**src/rtl/decode_pkg.sv**
```systemverilog
// Decode-stage ISA table: opcodes, execute/branch encodings, control word.
// Shared by decode_stage and decode_regfile.
package decode_pkg;

  localparam logic [5:0] OP_NOP  = 6'd0;
  localparam logic [5:0] OP_ADD  = 6'd1;
  localparam logic [5:0] OP_SUB  = 6'd3;
  localparam logic [5:0] OP_AND  = 6'd5;
  localparam logic [5:0] OP_OR   = 6'd6;
  localparam logic [5:0] OP_XOR  = 6'd8;
  localparam logic [5:0] OP_ADDI = 6'd32;
  localparam logic [5:0] OP_LD   = 6'd36;
  localparam logic [5:0] OP_ST   = 6'd37;
  localparam logic [5:0] OP_BEZ  = 6'd40;
  localparam logic [5:0] OP_JMP  = 6'd42;

  typedef enum logic [3:0] {
    EXE_ADD = 4'd0,
    EXE_SUB = 4'd2,
    EXE_AND = 4'd4,
    EXE_OR  = 4'd5,
    EXE_XOR = 4'd6
  } exe_cmd_e;

  typedef enum logic [1:0] {
    BR_NONE = 2'd0,
    BR_BEZ  = 2'd1,
    BR_BNE  = 2'd2,
    BR_JMP  = 2'd3
  } br_type_e;

  typedef struct packed {
    exe_cmd_e exe_cmd;
    br_type_e br_type;
    logic     mem_r_en;
    logic     mem_w_en;
    logic     wb_en;
    logic     is_imm;
  } ctrl_t;

  function automatic ctrl_t decode_ctrl(input logic [5:0] op);
    ctrl_t c;
    c.exe_cmd  = EXE_ADD;
    c.br_type  = BR_NONE;
    c.mem_r_en = 1'b0;
    c.mem_w_en = 1'b0;
    c.wb_en    = 1'b0;
    c.is_imm   = 1'b0;
    unique case (op)
      OP_ADD: c.wb_en = 1'b1;
      OP_SUB: begin
        c.exe_cmd = EXE_SUB;
        c.wb_en   = 1'b1;
      end
      OP_AND: begin
        c.exe_cmd = EXE_AND;
        c.wb_en   = 1'b1;
      end
      OP_OR: begin
        c.exe_cmd = EXE_OR;
        c.wb_en   = 1'b1;
      end
      OP_XOR: begin
        c.exe_cmd = EXE_XOR;
        c.wb_en   = 1'b1;
      end
      OP_ADDI: begin
        c.wb_en  = 1'b1;
        c.is_imm = 1'b1;
      end
      OP_LD: begin
        c.mem_r_en = 1'b1;
        c.wb_en    = 1'b1;
        c.is_imm   = 1'b1;
      end
      OP_ST: begin
        c.mem_w_en = 1'b1;
        c.is_imm   = 1'b1;
      end
      OP_BEZ: begin
        c.br_type = BR_BEZ;
        c.is_imm  = 1'b1;
      end
      OP_JMP: begin
        c.br_type = BR_JMP;
        c.is_imm  = 1'b1;
      end
      default: c.is_imm = 1'b0;
    endcase
    return c;
  endfunction

endpackage

```
**src/rtl/decode_regfile.sv**
```systemverilog
// Register file: 2 async read ports, 1 write port, r0 hardwired to zero.
// DECODE_WB_BYPASS_EN makes reads see a same-cycle write (write-first).
import decode_pkg::*;

module decode_regfile #(
  parameter  int DATA_W  = 32,
  parameter  int REG_NUM = 32,
  localparam int ADDR_W  = $clog2(REG_NUM)
) (
  input  logic              clk,
  input  logic              rst,
  input  logic              we,
  input  logic [ADDR_W-1:0] waddr,
  input  logic [DATA_W-1:0] wdata,
  input  logic [ADDR_W-1:0] raddr1,
  input  logic [ADDR_W-1:0] raddr2,
  output logic [DATA_W-1:0] rdata1,
  output logic [DATA_W-1:0] rdata2
);

  logic [DATA_W-1:0] mem_q [REG_NUM];
  logic [DATA_W-1:0] mem_d [REG_NUM];
  logic              wr_hit;
  logic              byp1;
  logic              byp2;

  assign wr_hit = we && (waddr != '0);

  always_comb begin
    mem_d = mem_q;
    if (wr_hit) mem_d[waddr] = wdata;
  end

  always_ff @(posedge clk) begin
    if (rst) mem_q <= '{default: '0};
    else     mem_q <= mem_d;
  end

`ifdef DECODE_WB_BYPASS_EN
  assign byp1 = wr_hit && (waddr == raddr1);
  assign byp2 = wr_hit && (waddr == raddr2);
`else
  assign byp1 = 1'b0;
  assign byp2 = 1'b0;
`endif

  assign rdata1 = (raddr1 == '0) ? '0
                : byp1 ? wdata : mem_q[raddr1];
  assign rdata2 = (raddr2 == '0) ? '0
                : byp2 ? wdata : mem_q[raddr2];

endmodule

```
**src/rtl/decode_stage.sv**
```systemverilog
// Decode stage: field/control decode, regfile read, load-use stall, ID/EX reg.
// Optional DECODE_WB_BYPASS_EN forwards same-cycle write-back into reads.
import decode_pkg::*;

module decode_stage #(
  parameter  int DATA_W     = 32,
  parameter  int REG_NUM    = 32,
  parameter  int IMM_W      = 16,
  localparam int REG_ADDR_W = $clog2(REG_NUM)
) (
  input  logic                  clk,
  input  logic                  rst,
  input  logic                  in_valid,
  input  logic [31:0]           instruction,
  output logic                  in_ready,
  input  logic                  flush,
  input  logic                  wb_write_en,
  input  logic [REG_ADDR_W-1:0] wb_dest,
  input  logic [DATA_W-1:0]     wb_data,
  input  logic                  exe_ready,
  output logic                  out_valid,
  output logic [REG_ADDR_W-1:0] dest,
  output logic [DATA_W-1:0]     val1,
  output logic [DATA_W-1:0]     val2,
  output logic [DATA_W-1:0]     reg2,
  output logic [1:0]            br_type,
  output logic [3:0]            exe_cmd,
  output logic                  mem_r_en,
  output logic                  mem_w_en,
  output logic                  wb_en
);

  logic [5:0]            opcode;
  logic [REG_ADDR_W-1:0] src1;
  logic [REG_ADDR_W-1:0] src2;
  logic [REG_ADDR_W-1:0] rd;
  logic [IMM_W-1:0]      imm;
  logic [DATA_W-1:0]     imm_ext;
  logic [DATA_W-1:0]     rdata1;
  logic [DATA_W-1:0]     rdata2;
  ctrl_t                 ctrl;
  logic                  advance;
  logic                  hazard;
  logic                  ld_pending;

  logic                  out_valid_q, out_valid_d;
  logic [REG_ADDR_W-1:0] dest_q, dest_d;
  logic [DATA_W-1:0]     val1_q, val1_d;
  logic [DATA_W-1:0]     val2_q, val2_d;
  logic [DATA_W-1:0]     reg2_q, reg2_d;
  logic [1:0]            br_type_q, br_type_d;
  logic [3:0]            exe_cmd_q, exe_cmd_d;
  logic                  mem_r_en_q, mem_r_en_d;
  logic                  mem_w_en_q, mem_w_en_d;
  logic                  wb_en_q, wb_en_d;

  assign opcode  = instruction[31:26];
  assign src1    = instruction[21 +: REG_ADDR_W];
  assign src2    = instruction[16 +: REG_ADDR_W];
  assign rd      = instruction[11 +: REG_ADDR_W];
  assign imm     = instruction[IMM_W-1:0];
  assign imm_ext = {{(DATA_W-IMM_W){imm[IMM_W-1]}}, imm};
  assign ctrl    = decode_ctrl(opcode);

  decode_regfile #(
    .DATA_W  (DATA_W),
    .REG_NUM (REG_NUM)
  ) u_regfile (
    .clk    (clk),
    .rst    (rst),
    .we     (wb_write_en),
    .waddr  (wb_dest),
    .wdata  (wb_data),
    .raddr1 (src1),
    .raddr2 (src2),
    .rdata1 (rdata1),
    .rdata2 (rdata2)
  );

  // ST reads src2 as store data even though it is an immediate op
  assign ld_pending = out_valid_q && mem_r_en_q && (dest_q != '0);
  assign hazard     = ld_pending &&
                      ((dest_q == src1) ||
                       ((dest_q == src2) &&
                        (!ctrl.is_imm || opcode == OP_ST)));
  assign advance    = !out_valid_q || exe_ready;
  assign in_ready   = advance && !hazard && !flush;

  always_comb begin
    out_valid_d = out_valid_q;
    dest_d      = dest_q;
    val1_d      = val1_q;
    val2_d      = val2_q;
    reg2_d      = reg2_q;
    br_type_d   = br_type_q;
    exe_cmd_d   = exe_cmd_q;
    mem_r_en_d  = mem_r_en_q;
    mem_w_en_d  = mem_w_en_q;
    wb_en_d     = wb_en_q;
    if (flush || (advance && (!in_valid || hazard))) begin
      out_valid_d = 1'b0;
      mem_r_en_d  = 1'b0;
      mem_w_en_d  = 1'b0;
      wb_en_d     = 1'b0;
    end else if (advance) begin
      out_valid_d = 1'b1;
      dest_d      = ctrl.is_imm ? src2 : rd;
      val1_d      = rdata1;
      val2_d      = ctrl.is_imm ? imm_ext : rdata2;
      reg2_d      = rdata2;
      br_type_d   = ctrl.br_type;
      exe_cmd_d   = ctrl.exe_cmd;
      mem_r_en_d  = ctrl.mem_r_en;
      mem_w_en_d  = ctrl.mem_w_en;
      wb_en_d     = ctrl.wb_en;
    end
  end

  always_ff @(posedge clk) begin
    if (rst) begin
      out_valid_q <= 1'b0;
      dest_q      <= '0;
      val1_q      <= '0;
      val2_q      <= '0;
      reg2_q      <= '0;
      br_type_q   <= '0;
      exe_cmd_q   <= '0;
      mem_r_en_q  <= 1'b0;
      mem_w_en_q  <= 1'b0;
      wb_en_q     <= 1'b0;
    end else begin
      out_valid_q <= out_valid_d;
      dest_q      <= dest_d;
      val1_q      <= val1_d;
      val2_q      <= val2_d;
      reg2_q      <= reg2_d;
      br_type_q   <= br_type_d;
      exe_cmd_q   <= exe_cmd_d;
      mem_r_en_q  <= mem_r_en_d;
      mem_w_en_q  <= mem_w_en_d;
      wb_en_q     <= wb_en_d;
    end
  end

  assign out_valid = out_valid_q;
  assign dest      = dest_q;
  assign val1      = val1_q;
  assign val2      = val2_q;
  assign reg2      = reg2_q;
  assign br_type   = br_type_q;
  assign exe_cmd   = exe_cmd_q;
  assign mem_r_en  = mem_r_en_q;
  assign mem_w_en  = mem_w_en_q;
  assign wb_en     = wb_en_q;

endmodule

```
**config.mk**
```make
export PLATFORM = sky130hd
export DESIGN_NAME = decode_stage
export DESIGN_NICKNAME = d
export VERILOG_FILES = /design/src/rtl/decode_pkg.sv /design/src/rtl/decode_regfile.sv /design/src/rtl/decode_stage.sv
export SDC_FILE = /design/constraint.sdc
export NUM_CORES = 2
export LEC_CHECK = 0
export ABC_CLOCK_PERIOD_IN_PS = 3200
export CAP_MARGIN = 20
export CELL_PAD_IN_SITES_DETAIL_PLACEMENT = 0
export CELL_PAD_IN_SITES_GLOBAL_PLACEMENT = 2
export CORE_MARGIN = 2
export CORE_UTILIZATION = 40
export CTS_BUF_LIST = sky130_fd_sc_hd__clkbuf_2
export DETAILED_ROUTE_END_ITERATION = 6
export PLACE_DENSITY_LB_ADDON = 0.08
export RECOVER_POWER = 50
export SLEW_MARGIN = 20
export SYNTH_ARGS = -nofsm -noshare
export SYNTH_HDL_FRONTEND = slang
export SYNTH_SLANG_ARGS = --single-unit
```
**constraint.sdc**
```tcl
create_clock -name clk -period 3.2 [get_ports clk]
set_input_delay 0.64 -clock clk [delete_from_list [all_inputs] [get_ports clk]]
set_output_delay 0.64 -clock clk [all_outputs]
set_load 0.01 [all_outputs]
```
---- Word level (Yosys, flattened, before mapping) ----
Cells that the tools add are included.
cells by class
  add/sub/neg operators ................... 0
  multipliers ............................. 0
  div/mod/pow operators ................... 0
  magnitude comparators ................... 4
  eq/ne operators ......................... 12
  shift-type cells ........................ 0
  multiplexer cells ....................... 19
  bitwise logic cells ..................... 4
  reductions and logical operators ........ 27
operators by type and width
  cell                  number
  $bwmux W1024          1
  $bmux W32 S5          2
  $mux W32              8
  $demux W32 S5         1
  $eq A6 B6 Y1 const B  5
  $ge A6 B6 Y1 const B  3
  $not A5 Y6            3
  $eq A6 B3 Y1 const B  2
  $pmux W3 S4           1
  $eq A5 B5 Y1          2
  $logic_not A5 Y1      2
  $reduce_bool A5 Y1    2
  $logic_and A1 B1 Y1   9
  $reduce_or A7 Y1      1
  $eq A6 B1 Y1 const B  1
  $eq A6 B2 Y1 const B  1
  $eq A6 B4 Y1 const B  1
  $lt A6 B1 Y1 const B  1
  $logic_not A1 Y1      5
  $logic_or A1 B1 Y1    5
  $mux W5               1
  $reduce_or A5 Y1      1
  $mux W1               4
  $pmux W2 S2           1
  3 further kinds       3
storage, ports and cells
  register bits after elaboration ......... 1135
  bits in latches ......................... 0
  bits in writable memories ............... 0
  ROM bits ................................ 0
  bits of input ports ..................... 75
  memories kept ........................... 0

---- Longest topological paths before layout ----
  depth after elaboration ................. 13
  mapped depth ............................ 10
  mapped depth without buffers ............ 6

---- Modules after synthesis ----
Synthesis repeated with hierarchy kept, for this count alone.
second synthesis, totals
  cell total of the unflattened synthesis .. 6511
  area total of the unflattened synthesis .. 57176.1 um^2
by module, submodules not included
  module          times used  cells each  area each (um^2)  sequential area each (um^2)
  decode_regfile  1           5935        51712.1           20499.7
  decode_stage    1           576         5464.0            2202.1

---- Worst setup path after synthesis ----
No wires, ideal clock.
  path type ............................... input port to flip-flop
  start point ............................. input port instruction[21]
  end point ............................... register val1_q[0], in the netlist val1[0]
  setup time .............................. 124 ps
  arrival ................................. 2510 ps
  required time ........................... 3076 ps
  setup slack ............................. 567 ps
  stages .................................. 8
  cell sequence ........................... buf_2 clkbuf_1 buf_2 buf_2 mux4_2 mux2_2 a221oi_1 o2bb2ai_2
between the ends
  cells in the longest elaborated chain, start to end .. 8
  elaborated cells between the ends (all ways) .. 14
  those cells by class .................... eq/ne: 1; mux: 4; bitwise: 2; reduce/logical: 7
RTL lines
  element                                               RTL line             text
  start: declaration                                    decode_stage.sv:14   input logic [31:0] instruction,
  branches (longest 8 deep; another with $bmux W32 S5)  --
  end signal: assignment                                decode_stage.sv:134  val1_q <= val1_d;
  end: declaration                                      decode_stage.sv:48   logic [DATA_W-1:0] val1_q, val1_d;
Parallel ways; which one is timed is not known. The select of a mux whose other input is x is not followed.
A chain may end at the register's enable or synchronous reset.

---- Final worst setup path ----
  start point ............................. register dest_q[2], in the netlist dest[2]
  end point ............................... output port in_ready
between the ends
  cells in the longest elaborated chain, start to end .. 7
  elaborated cells between the ends (all ways) .. 10
  those cells by class .................... eq/ne: 2; reduce/logical: 8
RTL lines
  element                              RTL line             text
  start: declaration                   decode_stage.sv:47   logic [REG_ADDR_W-1:0] dest_q, dest_d;
  start signal: assignment             decode_stage.sv:133  dest_q <= dest_d;
  $eq A5 B5 Y1                         decode_stage.sv:84   ((dest_q == src2) &&
  $logic_and A1 B1 Y1                  decode_stage.sv:84
  $logic_or A1 B1 Y1                   decode_stage.sv:83   ((dest_q == src1) ||
  $logic_and A1 B1 Y1 *                decode_stage.sv:82   assign hazard = ld_pending &&
  $logic_not A1 Y1 *                   decode_stage.sv:87   assign in_ready = advance && !hazard && !flush;
  $logic_and A1 B1 Y1 * (2 in series)  decode_stage.sv:87
  end: declaration                     decode_stage.sv:15   output logic in_ready,
Every way passes the cells marked *; elsewhere a longest branch is shown, timed or not.

==> reports/qor.yml <==
critical_path:
  crit_path_end_kind: "output pin"
  reg2regPathDepth: 8
  cp_num_buf_inv: 2
  path_class: "reg2out"
  cp.depth: 7
  critical_path.max_fanout: 5
  crit_family: "flip-flops"
  worst_ep_arrival_time_ps: 3040
  cp_cell_sequence: "xnor2_2 -> nand3_1 -> nor3_1 -> buf_4 -> o2111a_2 -> nor3_2 -> buf_2"
  cp.required_ps: 2560
  max_stage_delay_ps: 390
  critPathLaunchType: "flip-flop"
  critPathSlowestCell: "dfxtp_4"
synthesis:
  synth-edff-count: 0
  synth-main-ff-cell: "dfxtp_1"
  async_flop_share_pct: 0
  ys_warn_count: 0
  yosysSeqAreaShare_pct: 40.7
  syn_nets: 6282
  ys_types: 52
  synth_seq_cells: 1134
  avgSynthCellArea_um2: 8.98
  netlist_instances: 6207
  synthesis.area_um2: 55700
clock_tree:
  clock_sinks: 1134
  clockBufferDepth: 4
  cts.htree.levels: 5
  cts.clk_slew.worst_paths_ps: 100
  cts_root_buf: "clkbuf_2"
  cts_tree: "yes"
  cts-buffers-inserted: 330
  clkLatencyLatePin_ps: 1750
global_routing:
  antenna_found_initial: 14
  overflow: 0
  grt_max_degree: 172
  grt_pass1_wl_mm: 369
  grt_usage_pct: 36.2
  grt_pass1_vias: 49300
drt:
  drtPass1Iterations: 6
  wl_per_cell_um: 30.3
  postRouteAntennaNets: 0
  wirelength_mm: 261
  drc_errors: 0
  dr.first_iter.drc_count: 6593
  post_drt_via_cell_ratio: 6.05
  num_vias: 52100
sta:
  final_max_slew_viol_count: 519
  setup-tns-final_ps: -89340
  rsz0062_at_grt: "yes"
  final.setup.worst_slack_ps: -484
  slew_headroom_pct: -84.3
  max_freq_ghz: 0.271
  fin_crit_sh_pct: 115
  worstMarginPinSlew_ps: 2760
  hold_viol: 0
  finalClockSkew_ps: 139
  fin_crit_ps: 3680
  setup_viol: 296
die:
  pin_count: 187
  coreArea_um2: 138000
  start_util_pct: 40.4
  rows: 136
  die_w_um: 377
  dieArea_um2: 142000
  fp.dieH_um: 377
pwr:
  power_mw: 28.4
  power.leakage_nw: 23.0
  ir_drop_uv: 271
  powerDensity_nw_per_um2: 429
final_layout:
  final_area_um2: 66200
  area_delta_synth_final_pct: 18.7
  final_nets: 6677
  layout-drive-gt1-share_pct: 23.9
  stdcell_count: 8622
run:
  maxCapViolations: 6
hold_path:
  hold_depth: 8
  min-delay-path-class: "in2reg"
place:
  placedCellCount: 7958
  place_congestion: 0.881
  placed_area_um2: 62400
  port-buffer-count: 185
  hpwl_mm: 164
status:
  status: "finished with violations"
  violations: "max-capacitance violations, max-slew violations, negative setup slack"
[logic make-up after synthesis]
logic type,after synthesis,synth area share [%]
AO/OA/AOI/OAI,1399,14.5
AND/OR/NAND/NOR,2356,16.6
XOR/XNOR,11,0.173
flip-flops,1134,40.7
other,1,0.00673
multiplexers,674,23.1
buffers and inverters,632,4.90
[final cells by class]
class,instances,area [µm²]
timing repair buffer,695,7690
multi-input combinational,4441,30700
antenna,14,35.0
tap,1794,2240
clock buffer,487,2440
sequential,1134,22800
fill,13300,71700
clock inverter,57,268
[final timing paths]
check                                         start                                end  slack, ps
setup / recovery               dest[2]$_SDFFE_PP0P_                           in_ready       -480
hold / removal                      instruction[19]            br_type[1]$_SDFFE_PP0P_        140
setup reg to reg  u_regfile.mem_q[553]$_SDFFE_PP0P_               val2[9]$_SDFFE_PP0P_        100
hold reg to reg   u_regfile.mem_q[309]$_SDFFE_PP0P_  u_regfile.mem_q[309]$_SDFFE_PP0P_        470
[layer usage]
| metal | GRT usage, % | part of all wire [%] | vias up |
|---|---|---|---|
| met4 | 15.7 | 4.4 | 4 |
| met1 | 50.7 | 42 | 26000 |
| met3 | 7.48 | 9.5 | 556 |
| met2 | 53.9 | 44 | 2873 |
| met5 | 0 | 0.026 | - |
| li1 | - | - | 22700 |
[metrics by stage]
stage | hold WS, ps | utilization, % | setup slack (ps)
after detailed placement | 451 | 45.3 | -85.5
after global routing | 51.2 | 48.0 | -657
final | 139 | 48.0 | -484
after CTS | 7.74 | 48.0 | -662
after floorplan | 443 | - | 567
after global placement | 449 | 45.3 | -171
[where the power goes]
group          switching, mW  internal [mW]  leakage [nW]  total (mW)
Combinational           2.05           1.15          11.7        3.20
Sequential             0.122           14.2          9.17        14.4
Clock                   6.66           4.14          2.16        10.8
Total                   8.83           19.5          23.0        28.4
[worst register-to-register path: stages, from the launching register on]
cell	delay, ps
dfxtp_1	350
mux4_2	460
a22o_1	250
nor2_2	350
nor2_1	70
a221oi_1	200
dlygate4sd3_1	580
a211oi_1	60
dlygate4sd3_1	670
[placed cells by master, fill, tap and decap left out, drive strengths merged, types with 4 or more instances in the layout]
| cell type | instances |
|---|---|
| nand2 | 2085 |
| dfxtp | 1134 |
| a21oi | 1077 |
| clkbuf | 500 |
| mux4 | 488 |
| buf | 408 |
| mux2i | 156 |
| dlygate4sd3 | 101 |
| dlygate4sd2 | 100 |
| nor2 | 99 |
| o22ai | 93 |
| clkdlybuf4s50 | 63 |
| nor2b | 52 |
| o2bb2ai | 49 |
| clkinv | 48 |
| a22o | 45 |
| a211oi | 39 |
| nand3 | 38 |
| a221oi | 35 |
| o21ai | 31 |
| mux2 | 30 |
| or2 | 21 |
| diode | 14 |
| nor3 | 13 |
| nand2b | 10 |
| clkdlybuf4s15 | 10 |
| o221a | 9 |
| and2 | 9 |
| inv | 7 |
| xnor2 | 7 |
| nand3b | 6 |
| nor4 | 6 |
| a22oi | 5 |
| a311oi | 5 |
| and3b | 4 |
| or3b | 4 |
| xor2 | 4 |
[registers in the layout (all words and copies together) (netlist names), 2 cells and up]
| signal | count |
|---|---|
| reg2 | 32 |
| val1 | 32 |
| br_type | 2 |
| exe_cmd | 3 |
| u_regfile.mem_q | 1024 |
| val2 | 32 |
| dest | 5 |
[what timing repair did]
| action | CTS | global route |
|---|---|---|
| endpoints found under the setup margin | 111 | 5 |
| buffers inserted | 3 | 0 |
| hold buffers | 103 | 0 |
| cloned | 0 | 1 |
| resized for setup | 176 | 7 |
| pin swaps | 4 | 2 |
| endpoints found under the hold margin | 1134 | 0 |
[synth_stat cells (2+ instances only)]
cell | count | area [µm²]
a22oi_1 | 5 | 37.5
nor3b_1 | 2 | 15.0
nand3b_1 | 6 | 45.0
o2bb2ai_1 | 16 | 140
buf_4 | 44 | 330
mux2i_1 | 156 | 1560
o221a_2 | 9 | 101
or3b_2 | 4 | 35.0
mux4_2 | 488 | 11000
nor2b_1 | 52 | 325
and3b_1 | 4 | 35.0
nand2b_1 | 10 | 62.6
o22ai_1 | 93 | 582
o21ai_0 | 31 | 155
buf_6 | 14 | 158
buf_1 | 24 | 90.1
o2bb2ai_2 | 33 | 495
xor2_1 | 4 | 35.0
mux2_2 | 30 | 338
a311oi_1 | 5 | 43.8
nor2_1 | 97 | 364
nor2_2 | 2 | 12.5
a2bb2oi_1 | 3 | 26.3
a21oi_1 | 1076 | 5390
nor4_1 | 5 | 31.3
a22o_1 | 45 | 394
o221ai_1 | 3 | 26.3
clkbuf_1 | 479 | 1800
buf_2 | 70 | 350
or4_1 | 3 | 22.5
nand2_1 | 2085 | 7830
dfxtp_1 | 1134 | 22700
a221oi_1 | 35 | 307
and3_1 | 3 | 18.8
nand3_1 | 38 | 190
nor3_1 | 13 | 65.1
and2_1 | 9 | 56.3
a211oi_1 | 38 | 285
or2_2 | 20 | 125
xnor2_1 | 7 | 61.3
No activity file was read; power rests on OpenSTA's default activity.
